File: src/rtl/lzc_feeder.sv
// Serializes one operand MSB-chunk-first into the leading-zero counter and returns its answer
// (or a watchdog error) on a valid/ready port. Define LZC_FEEDER_SKID_EN for a one-operand pending register.
`timescale 1ns/1ps
module lzc_feeder #(
    parameter int width   = 4,
    parameter int word    = 8,
    parameter int TIMEOUT = 16
) (
    input  logic                    CLK,
    input  logic                    RST,
    input  logic                    IN_VALID,
    output logic                    IN_READY,
    input  logic [width*word-1:0]   IN_DATA,
    output logic                    MODE,
    output logic                    IVALID,
    output logic [width-1:0]        DATA,
    input  logic                    LZC_OVALID,
    input  logic [5:0]              LZC_ZEROS,
    output logic                    RES_VALID,
    input  logic                    RES_READY,
    output logic [5:0]              RES_ZEROS,
    output logic                    RES_ERR
);
    localparam int W  = width * word;
    localparam int CW = (word > 1) ? $clog2(word) : 1;

    typedef enum logic [1:0] {IDLE, SEND, WAIT, HOLD} state_t;

    state_t          state_q, state_d;
    logic [W-1:0]    shift_q, shift_d;
    logic [CW-1:0]   cnt_q, cnt_d;
    logic [7:0]      wd_q, wd_d;
    logic [5:0]      zeros_q, zeros_d;
    logic            err_q, err_d;
    logic            accept;

`ifdef LZC_FEEDER_SKID_EN
    logic            pend_valid_q, pend_valid_d;
    logic [W-1:0]    pend_q, pend_d;

    // Ready is held low during reset so nothing is accepted while the block is being cleared.
    assign IN_READY = ~RST & ((state_q == IDLE) | ~pend_valid_q);
`else
    assign IN_READY = ~RST & (state_q == IDLE);
`endif
    assign accept = IN_VALID & IN_READY;

    always_comb begin
        state_d = state_q;
        shift_d = shift_q;
        cnt_d   = cnt_q;
        wd_d    = wd_q;
        zeros_d = zeros_q;
        err_d   = err_q;
`ifdef LZC_FEEDER_SKID_EN
        pend_valid_d = pend_valid_q;
        pend_d       = pend_q;
        // A busy-time accept parks in the pending register, except on the HOLD
        // handshake cycle where it goes straight into the shift register.
        if (accept && state_q != IDLE && !(state_q == HOLD && RES_READY)) begin
            pend_valid_d = 1'b1;
            pend_d       = IN_DATA;
        end
`endif
        case (state_q)
            IDLE: begin
                if (accept) begin
                    shift_d = IN_DATA;
                    cnt_d   = '0;
                    state_d = SEND;
                end
            end
            SEND: begin
                shift_d = shift_q << width;
                if (cnt_q == CW'(word - 1)) begin
                    state_d = WAIT;
                    wd_d    = 8'(TIMEOUT);
                end else begin
                    cnt_d = cnt_q + 1'b1;
                end
            end
            WAIT: begin
                if (LZC_OVALID) begin
                    zeros_d = LZC_ZEROS;
                    err_d   = 1'b0;
                    state_d = HOLD;
                end else begin
                    wd_d = wd_q - 8'd1;
                    if (wd_q <= 8'd1) begin
                        zeros_d = '0;
                        err_d   = 1'b1;
                        state_d = HOLD;
                    end
                end
            end
            HOLD: begin
                if (RES_READY) begin
                    state_d = IDLE;
`ifdef LZC_FEEDER_SKID_EN
                    if (pend_valid_q) begin
                        shift_d      = pend_q;
                        pend_valid_d = 1'b0;
                        cnt_d        = '0;
                        state_d      = SEND;
                    end else if (accept) begin
                        shift_d = IN_DATA;
                        cnt_d   = '0;
                        state_d = SEND;
                    end
`endif
                end
            end
            default: state_d = IDLE;
        endcase
    end

    always_ff @(posedge CLK or posedge RST) begin
        if (RST) begin
            state_q <= IDLE;
            shift_q <= '0;
            cnt_q   <= '0;
            wd_q    <= '0;
            zeros_q <= '0;
            err_q   <= 1'b0;
`ifdef LZC_FEEDER_SKID_EN
            pend_valid_q <= 1'b0;
            pend_q       <= '0;
`endif
        end else begin
            state_q <= state_d;
            shift_q <= shift_d;
            cnt_q   <= cnt_d;
            wd_q    <= wd_d;
            zeros_q <= zeros_d;
            err_q   <= err_d;
`ifdef LZC_FEEDER_SKID_EN
            pend_valid_q <= pend_valid_d;
            pend_q       <= pend_d;
`endif
        end
    end

    assign IVALID    = (state_q == SEND);
    assign MODE      = IVALID && (cnt_q == '0);
    assign DATA      = IVALID ? shift_q[W-1 -: width] : '0;
    assign RES_VALID = (state_q == HOLD);
    assign RES_ZEROS = zeros_q;
    assign RES_ERR   = err_q;
endmodule

File: config.mk
export PLATFORM = sky130hd
export DESIGN_NAME = lzc_feeder
export DESIGN_NICKNAME = d
export VERILOG_FILES = /design/src/rtl/lzc_feeder.sv
export SDC_FILE = /design/constraint.sdc
export NUM_CORES = 1
export LEC_CHECK = 0
export ABC_CLOCK_PERIOD_IN_PS = 2900
export BUFFER_PORTS_ARGS = -buffer_cell sky130_fd_sc_hd__buf_4
export CAP_MARGIN = 30
export CORE_MARGIN = 8
export CORE_UTILIZATION = 58
export CTS_CLUSTER_DIAMETER = 120
export DETAILED_ROUTE_END_ITERATION = 16
export PLACE_DENSITY = 0.85
export SLEW_MARGIN = 20
export SYNTH_ARGS = -nofsm -noshare
export SYNTH_HDL_FRONTEND = slang
export SYNTH_SLANG_ARGS = --single-unit
File: constraint.sdc
create_clock -name CLK -period 2.9 [get_ports CLK]
set_input_delay 0.29 -clock CLK [delete_from_list [all_inputs] [get_ports CLK]]
set_output_delay 0.29 -clock CLK [all_outputs]
set_load 0.05 [all_outputs]
==> results.md, run 1 <==
* Die ar. at 6810 um2
* CTS sink cnt at 52
* Layout area overhead at 23.3%
* Peak supply drop at 0.508 mV
* Worst Path Max Fanout at 28
* CTS tree: built
* Startpoint types: flip-flop
* Power Density at 1150 nW/um2
* Peak Freq at 0.447 GHz
* Drt wl/cell at ~16 um
* Commonest non-fill, non-tap cell in the layout: buf_4
* Post-route ant nets at 0
* Crit. path cell count at 5
* Element type at the critical path end: output port
* TritonCTS buffer count at 5
* CTS clk-pin slew, worst paths at approximately 0.090 ns
* Antenna violations before repair at 0
* Depth of the CTS H-tree at 2
* Reg2reg start: state_q[1]$_DFFE_PP0P_
* # IOs at 58
* Worst setup startpoint: state_q[1]$_DFFE_PP0P_
* Resized cells post-CTS at 0
* Root Buffer: clkbuf_8
* Syn Inst Count at approximately 250
* Final setup vio count at 0
* IO Port Bufs at 57
* Actual slew at the worst max-slew pin at approximately 0.57 ns
* Final nets at ~350
* Setup TNS at 0 ns
* Crit-path max cell delay at around 0.47 ns
* Max cap viols at 0
* Final Util at 73.2%
* Yosys warning total at 0
* Layout cell share with drive strength beyond 1 at a little over a quarter
* Clk Latency, worst-skew pair at between 0.3 and 0.4 ns
* Final period util at around 77%
* Asr flop ratio synth at 100%
* Endpoints failing hold at 0
* Req. time, crit path at between 2 and 3 ns
* Most frequent cells in the layout: 58 x buf_4, 52 x dfrtp_1, 35 x o21ai_0
* Core area at around 4300 um2
* Routed WL at between 5 and 6 mm
* Slew Limit Fails at 0
* Pre-antenna DRT Iters at 4
* Synth unique cells at 32
* CP arrival at 1.95 ns
* Post-synth EDFFs at 0
* Reg2reg setup slack at approximately 0.9 ns
* Clock Path Buffers at 2
* Synthesized net count at 299
* Layout Skew at roughly 0.0039 ns
* Cell Rows at 24
* CP Class: flip-flop to output port
* # diodes at 0
* CP cell instances: inv_1 -> ha_2 -> buf_12 -> and2_1 -> buf_4
* Min-delay worst type: input port to asynchronous set/reset pin
* Worst path slowest cell: ha_2
* Global-route wire length before repair at a little over 9 mm
* Top post-synthesis cells by area: dfrtp_1 51%, mux2i_1 11%, o21ai_0 6.8%
* RePlAce Congestion at 0.805
* Status: completed
* Detailed-route DRC error count at 0
* Die extent in y at 82.5 um
* Leakage power at between 1.5 and 2 nW
* Reg-to-Reg End: wd_q[6]$_DFFE_PP0P_
* Cts hold-fix bufs at 0
* Crit path max-delay family: buffers and inverters
* Post-synthesis sequential area ratio at between 50 and 60%
* Leading area contributor after synthesis: dfrtp_1
* Die width at roughly 83 um
* Remaining global-route overflow at 0
* DP HPWL at 4.05 mm
* Synthesized flop and latch total at 52
* Setup bufs post-CTS at 0
* Yosys top cell area share at 50.7%
* Netlist Area Pre-Place at between 2000 and 3000 um2
* Critical path buffers and inverters at 3
* DRT iter0 DRCs at between 80 and 90
* RSZ-0062 raised after global routing: false
* Main synth FF type: dfrtp_1
* Vias at a little under 2000
* Fillers at 322
* Vias/cell at about 5.6
* Total global-route track usage at roughly 17%
* Total power at between 3 and 4 mW
* Period minus WS final at ~2.2 ns
* R2r worst-path depth at 5
* Synth Area per Inst at 10.4 um2
* Initial core utilization at 59.4%
* Rel. slew slack at between 60 and 70%
* Vias in the first global route at between 2000 and 2500
* Largest net degree at the start of global routing at 63
-- registers in the layout, indices dropped and copies added, names as in the netlist --
register / cells
wd_q: 8
RES_ERR: 1
shift_q: 32
state_q: 2
cnt_q: 3
RES_ZEROS: 6
-- stage by stage --
step                      cell area, um2  worst slack (ns)  std cells  hold WS (ns)
after floorplan                     2570             0.307        246         0.423
after global placement              3040             0.969        343         0.455
after detailed placement            3060             0.929        344         0.394
after CTS                           3170             0.651        352        0.0580
after global routing                3170             0.577        352        0.0787
final                               3170             0.662        352        0.0430
-- worst max path at each step --
| stage | slack, ns | endpoint |
|---|---|---|
| after global placement | 0.97 | state_q[1]$_DFFE_PP0P_ |
| after detailed placement | 0.93 | wd_q[6]$_DFFE_PP0P_ |
| final | 0.66 | DATA[3] |
| after global routing | 0.58 | DATA[3] |
| after floorplan | 0.31 | MODE |
| after CTS | 0.65 | DATA[3] |
-- logic make-up after synthesis --
family / share of synthesized area (%)
adder cells (fa/ha/maj): 4.87
AND/OR/NAND/NOR: 13.1
flip-flops: 50.7
buffers and inverters: 3.31
multiplexers: 12.2
AO/OA/AOI/OAI: 15.5
XOR/XNOR: 0.341
-- metal layers --
metal | vias to the layer above | track usage [%] | routed length (um)
li1 | 965 | - | -
met1 | 959 | 20.8 | 2390
met2 | 54 | 28.3 | 2680
met3 | 8 | 5.19 | 374
met4 | 0 | 5.00 | 68
met5 | - | 0 | 0
-- cells in the mapped netlist (2+ instances only) --
library cell / instances
a21oi_1: 8
a22o_1: 14
and2_1: 5
buf_1: 2
buf_2: 2
clkbuf_1: 10
dfrtp_1: 52
ha_1: 10
inv_1: 8
mux2_2: 2
mux2i_1: 29
nand2_1: 31
nand2b_1: 4
nand3b_1: 2
nor2_1: 9
nor2b_1: 3
nor3_1: 2
o2111ai_1: 2
o21ai_0: 35
or3_1: 2
or3_2: 3
-- where the power goes --
part           internal, mW  total (mW)  leakage, nW  switching [mW]
clock network         0.255       0.489       0.0541           0.234
logic                 0.744        1.88        0.792            1.14
registers              1.07        1.28        0.654           0.215
-- layout make-up --
class,instances,area [um2],area share [%]
flip-flops and latches,52,1300,41.1
multi-input cells,172,1180,37.4
repair buffers,60,475,15.0
clock buffers,5,68.8,2.17
well taps,52,65.1,2.05
clock inverters,3,42.5,1.34
inverters,8,30.0,0.948
No activity file was read; power rests on OpenSTA's default activity.
==> run 2: changes to the inputs <==
--- a/config.mk
+++ b/config.mk
@@ -5,14 +5,15 @@
 export SDC_FILE = /design/constraint.sdc
 export NUM_CORES = 1
 export LEC_CHECK = 0
-export ABC_CLOCK_PERIOD_IN_PS = 2900
+export ABC_AREA = 1
+export ABC_CLOCK_PERIOD_IN_PS = 2100
 export BUFFER_PORTS_ARGS = -buffer_cell sky130_fd_sc_hd__buf_4
 export CAP_MARGIN = 30
 export CORE_MARGIN = 8
-export CORE_UTILIZATION = 58
+export CORE_UTILIZATION = 54
 export CTS_CLUSTER_DIAMETER = 120
 export DETAILED_ROUTE_END_ITERATION = 16
-export PLACE_DENSITY = 0.85
+export PLACE_DENSITY = 0.79
 export SLEW_MARGIN = 20
 export SYNTH_ARGS = -nofsm -noshare
 export SYNTH_HDL_FRONTEND = slang
==> constraint.sdc (replaced) <==
create_clock -name CLK -period 2.1 [get_ports CLK]
set_input_delay 0.21 -clock CLK [delete_from_list [all_inputs] [get_ports CLK]]
set_output_delay 0.21 -clock CLK [all_outputs]
set_load 0.05 [all_outputs]
==> run 2 against run 1 <==
Effect of this change:
- final area increased by 7.1%
- register-to-register slack got worse by 0.69 ns
- clock power increased by 41%
- non-clock buffer count increased by 9
- utilization decreased by 5.1 points
- global-route usage decreased by 1.3 points
- critical endpoint is now DATA[1]
==> results.md, run 2 <==
* Req. time, crit path at 1.89 ns (-0.72 ns)
* Worst setup startpoint: state_q[1]$_DFFE_PP0P_
* Peak supply drop at 0.979 mV (+93%)
* R2r worst-path depth at 9 (+4)
* RePlAce Congestion at 0.812 (+0.84%)
* CTS tree: built
* Hold Slack at 0.110 ns (+0.0671 ns)
* CTS clk-pin slew, worst paths at 0.09 ns (about the same)
* Yosys warning total at 0 (unchanged)
* RSZ-0062 raised after global routing: true
* Max reg flops at 32 (unchanged)
* Pre-antenna DRT Iters at 5 (+1)
* Main synth FF type: dfrtp_1
* Vias in the first global route at 2246 (+9.5%)
* Biggest register: shift_q
* Clk Latency, worst-skew pair at 0.31 ns (about the same)
* Syn Inst Count at 338 (+37%)
* CTS sink cnt at 52 (unchanged)
* Depth of the CTS H-tree at 2 (unchanged)
* Endpoints failing hold at 0 (unchanged)
* Synthesized flop and latch total at 52 (unchanged)
* Dpl cell area at 3210 um2 (+5.0%)
* Post-route ant nets at 0 (unchanged)
* DRT iter0 DRCs at 156 (+90%)
* CP arrival at 1.78 ns (-0.17 ns)
* Critical path capture point: DATA[1]
* Largest net degree at the start of global routing at 61 (-3.2%)
* CP Class: flip-flop to output port
* Antenna violations before repair at 0 (unchanged)
* Drt wl/cell at 12.7 um (-19%)
* Vias at 2409 (+21%)
* Peak Freq at ~0.50 GHz
* Commonest non-fill, non-tap cell in the layout: nand2_1
* Layout cell share with drive strength beyond 1 at 22.3% (-3.8 points)
* Actual slew at the worst max-slew pin at 0.425 ns (-0.144 ns)
* Period minus WS final at ~2.0 ns
* Synthesized net count at 391 (+31%)
* Detailed-route DRC error count at 0 (unchanged)
* Power Density at 1540 nW/um2 (+33%)
* # IOs at 58 (unchanged)
* Slew Limit Fails at 0 (unchanged)
* # diodes at 0 (unchanged)
* Max cap viols at 0 (unchanged)
* IO Port Bufs at 57 (unchanged)
* Final Util at 68.1% (-5.1 points)
* Final period util at around 95%
* Post-synth EDFFs at 0 (unchanged)
* Reg2reg setup slack at 0.21 ns (-0.69 ns)
* Cell Rows at 26 (+8.3%)
* Initial core utilization at 54.8% (-4.5 points)
* Most frequent cells in the layout: 90 x nand2_1, 65 x buf_4, 52 x dfrtp_1
* Asr flop ratio synth at 100% (unchanged)
* Final nets at 452 (+28%)
* Root Buffer: clkbuf_8
* Leakage power at 1.72 nW (+14%)
* Element type at the critical path end: output port
* Die extent in y at 87.1 um (+5.5%)
* Netlist Area Pre-Place at 2730 um2 (+6.3%)
* Min-delay worst type: input port to flip-flop
* Rel. slew slack at 71.6% (+9.7 points)
* DP HPWL at 4.31 mm (+6.3%)
* Fillers at 389 (+21%)
* Status: completed
* Startpoint types: flip-flop
* Post-synthesis sequential area ratio at 47.7% (-3.0 points)
* Synth Area per Inst at 8.07 um2 (-23%)
* Yosys top cell area share at 47.7% (-3.0 points)
* Die width at 87.1 um (+5.5%)
* Core area at 4980 um2 (+15%)
* Leading area contributor after synthesis: dfrtp_1
* Reg2reg start: state_q[0]$_DFFE_PP0P_
* Layout area overhead at 24.3%
* Total global-route track usage at 15.7% (-1.3 points)
* Vias/cell at 5.13 (-9.2%)
* Remaining global-route overflow at 0 (unchanged)
* Reg-to-Reg End: wd_q[2]$_DFFE_PP0P_
* Design area at 3390 um2 (+7.1%)
* Layout Skew at 0.0111 ns (+0.00718 ns)
* Most frequent cells after synthesis: 90 x nand2_1, 52 x dfrtp_1, 52 x inv_1
* Worst Path Max Fanout at 60 (+110%)
* Die ar. at 7580 um2 (+11%)
* Global-route wire length before repair at 9.58 mm (+5.1%)
* Final setup vio count at 0 (unchanged)
* Synth unique cells at 26 (-19%)
* Most frequent cell after synthesis: nand2_1
* TritonCTS buffer count at 5 (unchanged)
* Hold depth at 3
* Top post-synthesis cells by area: dfrtp_1 48%, nand2_1 12%, o21ai_0 7.3%
* Clock Path Buffers at 2 (unchanged)
* Routed WL at 5.96 mm (+8.0%)
[run 2: changes by cell type after synthesis, sizes merged, moves of 14 or more]
cell / change
o211ai: +24
a22o: -14
mux2i: -29
nand2: +60
inv: +45
[run 2: through the flow]
| step | power [mW] | setup TNS (ns) | std cells | setup WS [ns] |
|---|---|---|---|---|
| finish | 5.22 | 0 | 470 | 0.115 |
| global route | 5.66 | -0.0713 | 470 | -0.0305 |
| CTS | 5.12 | 0 | 464 | 0.0472 |
| detailed placement | 4.40 | 0 | 455 | 0.00897 |
| global placement | 4.30 | 0 | 455 | 0.0914 |
| floorplan | 3.80 | 0 | 338 | 0.0958 |
[run 2: layout make-up]
cell class / count / area, um2 / area share, %
Clock buffer: 6 / 72.6 / 2.14
Clock inverter: 2 / 38.8 / 1.14
Inverter: 53 / 199 / 5.87
Multi-Input combinational cell: 218 / 1130 / 33.5
Sequential cell: 52 / 1300 / 38.4
Tap cell: 70 / 87.6 / 2.58
Timing Repair Buffer: 69 / 558 / 16.5
[run 2: critical path, cell delays in order (launching register included)]
cell and delay, ns:
dfrtp_1 0.43, inv_1 0.12, ha_2 0.32, buf_12 0.27, nand2_1 0.08, inv_1 0.06, buf_4 0.18
[run 2: worst min-delay path by stage]
stage	start	endpoint	slack [ns]
floorplan	LZC_ZEROS[0]	RES_ZEROS[0]$_DFFE_PP0P_	0.33
global placement	RST	wd_q[2]$_DFFE_PP0P_	0.22
detailed placement	RST	wd_q[2]$_DFFE_PP0P_	0.23
CTS	LZC_ZEROS[4]	RES_ZEROS[4]$_DFFE_PP0P_	0.10
global route	LZC_ZEROS[4]	RES_ZEROS[4]$_DFFE_PP0P_	0.11
finish	LZC_ZEROS[4]	RES_ZEROS[4]$_DFFE_PP0P_	0.11
[run 2: timing repair]
action / CTS / global route
gates resized for setup: 3 / 1
setup buffers: 0 / 6
pin swaps: 0 / 1
hold buffers: 1 / 0
endpoints found under the hold margin: 15 / 0
setup endpoints to repair: 7 / 6
[run 2: layer usage]
layer / vias to the layer above / track usage [%] / part of all wire (%)
li1: 1199 / - / -
met1: 1137 / 19.9 / 44
met2: 64 / 25.7 / 48
met3: 9 / 3.21 / 5.5
met4: 0 / 5.48 / 1.5
met5: - / 0 / 0
[run 2: cell families (layout without fill, tap and decap cells)]
group	count (synthesis)	after routing	share of synthesized area, %
compound gates	75	75	17.0
fa+ha+maj	10	10	4.59
buf+inv	68	130	11.0
flops	52	52	47.7
simple gates	133	133	19.7
[run 2: report_power, final]
| part | switching [mW] | internal (mW) |
|---|---|---|
| Combinational | 1.85 | 1.00 |
| Sequential | 0.212 | 1.46 |
| Clock | 0.329 | 0.360 |
==> run 3: changes to the inputs <==
--- a/config.mk
+++ b/config.mk
@@ -9,11 +9,12 @@
 export ABC_CLOCK_PERIOD_IN_PS = 2100
 export BUFFER_PORTS_ARGS = -buffer_cell sky130_fd_sc_hd__buf_4
 export CAP_MARGIN = 30
+export CORE_ASPECT_RATIO = 1.75
 export CORE_MARGIN = 8
 export CORE_UTILIZATION = 54
 export CTS_CLUSTER_DIAMETER = 120
 export DETAILED_ROUTE_END_ITERATION = 16
-export PLACE_DENSITY = 0.79
+export PLACE_DENSITY = 0.76
 export SLEW_MARGIN = 20
 export SYNTH_ARGS = -nofsm -noshare
 export SYNTH_HDL_FRONTEND = slang
==> run 3 against run 2 <==
Effect of this change:
- utilization is 0.81 points lower
- global-route usage shrank 0.13 points
- largest power group unchanged
- highest routed layer unchanged
- die area is 1.2% higher
- fmax increased by 3.1%
- via count fell by 3.9%
- sequential cell count unchanged
- final cell count fell by 4.7%
- combinational power down 3%
- largest cell class unchanged
==> results.md, run 3 (synthesized netlist as in run 2, its figures left out) <==
* Routed WL at 5.94 mm (-0.24%)
* Global-route wire length before repair at 9.80 mm (+2.4%)
* Critical path buffers and inverters at 3 (-1)
* Cell Rows at 34 (+31%)
* Remaining global-route overflow at 0 (unchanged)
* Die ar. at 7670 um2 (+1.2%)
* Req. time, crit path at 1.89 ns (about the same)
* Hold Crit Start: LZC_ZEROS[1]
* Clock Path Buffers at 2 (unchanged)
* Most frequent cells in the layout: 90 x nand2_1, 59 x buf_4, 52 x dfrtp_1
* CTS clk-pin slew, worst paths at 0.09 ns (about the same)
* Clk Latency, worst-skew pair at 0.30 ns (about the same)
* Rel. slew slack at 62.3% (-9.3 points)
* Detailed-route DRC error count at 0 (unchanged)
* Root Buffer: clkbuf_8
* Peak supply drop at 1.08 mV (+10%)
* Reg area at 1300 um2 (unchanged)
* Layout Skew at 0.00496 ns (-0.00613 ns)
* Status: completed
* DP HPWL at 4.51 mm (+4.8%)
* Post-route ant nets at 0 (unchanged)
* Power Density at 1520 nW/um2 (-1.1%)
* RePlAce Congestion at 0.836 (+2.9%)
* Biggest register: shift_q
* # diodes at 0 (unchanged)
* Multi-input logic area at 1130 um2 (unchanged)
* Max cap viols at 0 (unchanged)
* Antenna violations before repair at 0 (unchanged)
* CTS tree: built
* DRT iter0 DRCs at 89 (-43%)
* IO Port Bufs at 57 (unchanged)
* Depth of the CTS H-tree at 2 (unchanged)
* Startpoint types: flip-flop
* Die extent in y at 110 um (+26%)
* TritonCTS buffer count at 5 (unchanged)
* RSZ-0062 raised after global routing: false
* Layout cell share with drive strength beyond 1 at 21.3% (-0.93 points)
* Actual slew at the worst max-slew pin at 0.563 ns (+0.138 ns)
* Crit path max-delay family: buffers and inverters
* Dpl cell area at 3210 um2 (unchanged)
* Largest net degree at the start of global routing at 37 (-39%)
* Peak Freq at 0.519 GHz (+3.1%)
* Leakage power at 1.69 nW (-1.7%)
* Vias at 2316 (-3.9%)
* Reg2reg start: state_q[1]$_DFFE_PP0P_
* Element type at the critical path end: output port
* CP Class: flip-flop to output port
* # IOs at 58 (unchanged)
* Final period util at 91.7% (-2.9 points)
* Setup TNS at 0 ns (unchanged)
* Worst Path Max Fanout at 31 (-48%)
* Period minus WS final at 1.93 ns (-0.0599 ns)
* Final setup vio count at 0 (unchanged)
* Final non-filler cell total at 448 (-4.7%)
* Pre-antenna DRT Iters at 4 (-1)
* Min-delay worst type: input port to flip-flop
* Inst Count DP at 440 (-3.3%)
* Drt wl/cell at 13.3 um (+4.7%)
* Vias in the first global route at 2252 (+0.27%)
* Design area at 3320 um2 (-2.0%)
* Core area at 4930 um2 (-0.85%)
* Layout area overhead at 21.8%
* Vias/cell at 5.17 (+0.86%)
* Total global-route track usage at 15.5% (-0.13 points)
* Max reg flops at 32 (unchanged)
* CP arrival at 1.72 ns (-0.06 ns)
* Final nets at 447 (-1.1%)
* Slew Limit Fails at 0 (unchanged)
* Commonest non-fill, non-tap cell in the layout: nand2_1
* Fillers at 420 (+8.0%)
* Crit-path max cell delay at 0.43 ns (about the same)
* Initial core utilization at 55.3% (+0.47 points)
* Total power at 5.05 mW (-3.1%)
* CTS sink cnt at 52 (unchanged)
* Worst path slowest cell: dfrtp_1
* Worst setup startpoint: state_q[1]$_DFFE_PP0P_
* Endpoints failing hold at 0 (unchanged)
* Die width at 69.7 um (-20%)
* CP cell instances: inv_1 -> ha_2 -> buf_6 -> nand2_1 -> nor2_2 -> buf_4
run 3: cell count changes in the layout (fill, tap and decap cells not counted), sizes merged:
| cell | delta |
|---|---|
| buf | -5 |
| clkbuf | +1 |
| bufinv | -1 |
| inv | -1 |
run 3: layout make-up:
type | instances | share of cell area (%)
multi-input cells | 218 | 34.1
repair buffers | 64 | 15.8
clock buffers | 7 | 2.90
inverters | 53 | 5.99
flip-flops and latches | 52 | 39.2
well taps | 54 | 2.03
run 3: report_power, final:
group / switching (mW) / total, mW / internal (mW)
Combinational: 1.83 / 2.77 / 0.944
Sequential: 0.215 / 1.68 / 1.46
Clock: 0.310 / 0.604 / 0.294
Total: 2.35 / 5.05 / 2.70
run 3: path summary, 6_finish.rpt:
kind,end,slack [ns],depth (start not counted)
max in group asynchronous,shift_q[12]$_DFFE_PP0P_,1.06,4
worst min register to register,RES_ZEROS[3]$_DFFE_PP0P_,0.48,2
worst max register to register,shift_q[22]$_DFFE_PP0P_,0.22,7
min in group asynchronous,RES_ERR$_DFFE_PP0P_,0.51,3
worst max-delay path,MODE,0.17,6
worst min-delay path,RES_ZEROS[1]$_DFFE_PP0P_,0.10,3
run 3: timing repair:
item                                   in CTS  in global routing
gates resized for setup                     0                  2
setup endpoints to repair                   0                  9
hold buffers                                1                  0
buffers inserted                            0                  0
endpoints found under the hold margin      22                  0
run 3: tightest hold or removal path, stage by stage:
cell,delay [ns]
buf_4,0.07
nand2_1,0.04
nand2_1,0.05
run 3: metrics by stage:
step	util [%]	hold slack (ns)	setup WS, ns
6_report	67.3	0.104	0.174
5_1_grt	67.3	0.0905	0.0268
4_1_cts	67.2	0.0934	0.0169
3_5_place_dp	65.0	0.297	0.0588
3_3_place_gp	65.0	0.288	0.148
2_1_floorplan	-	0.327	0.0958
run 3: metal layers:
metal | GRT usage, % | up-vias | wire, um
li1 | - | 1187 | -
met1 | 15.8 | 1076 | 2380
met2 | 29.4 | 43 | 3220
met3 | 3.94 | 10 | 235
met4 | 6.64 | 0 | 110
met5 | 0 | - | 0
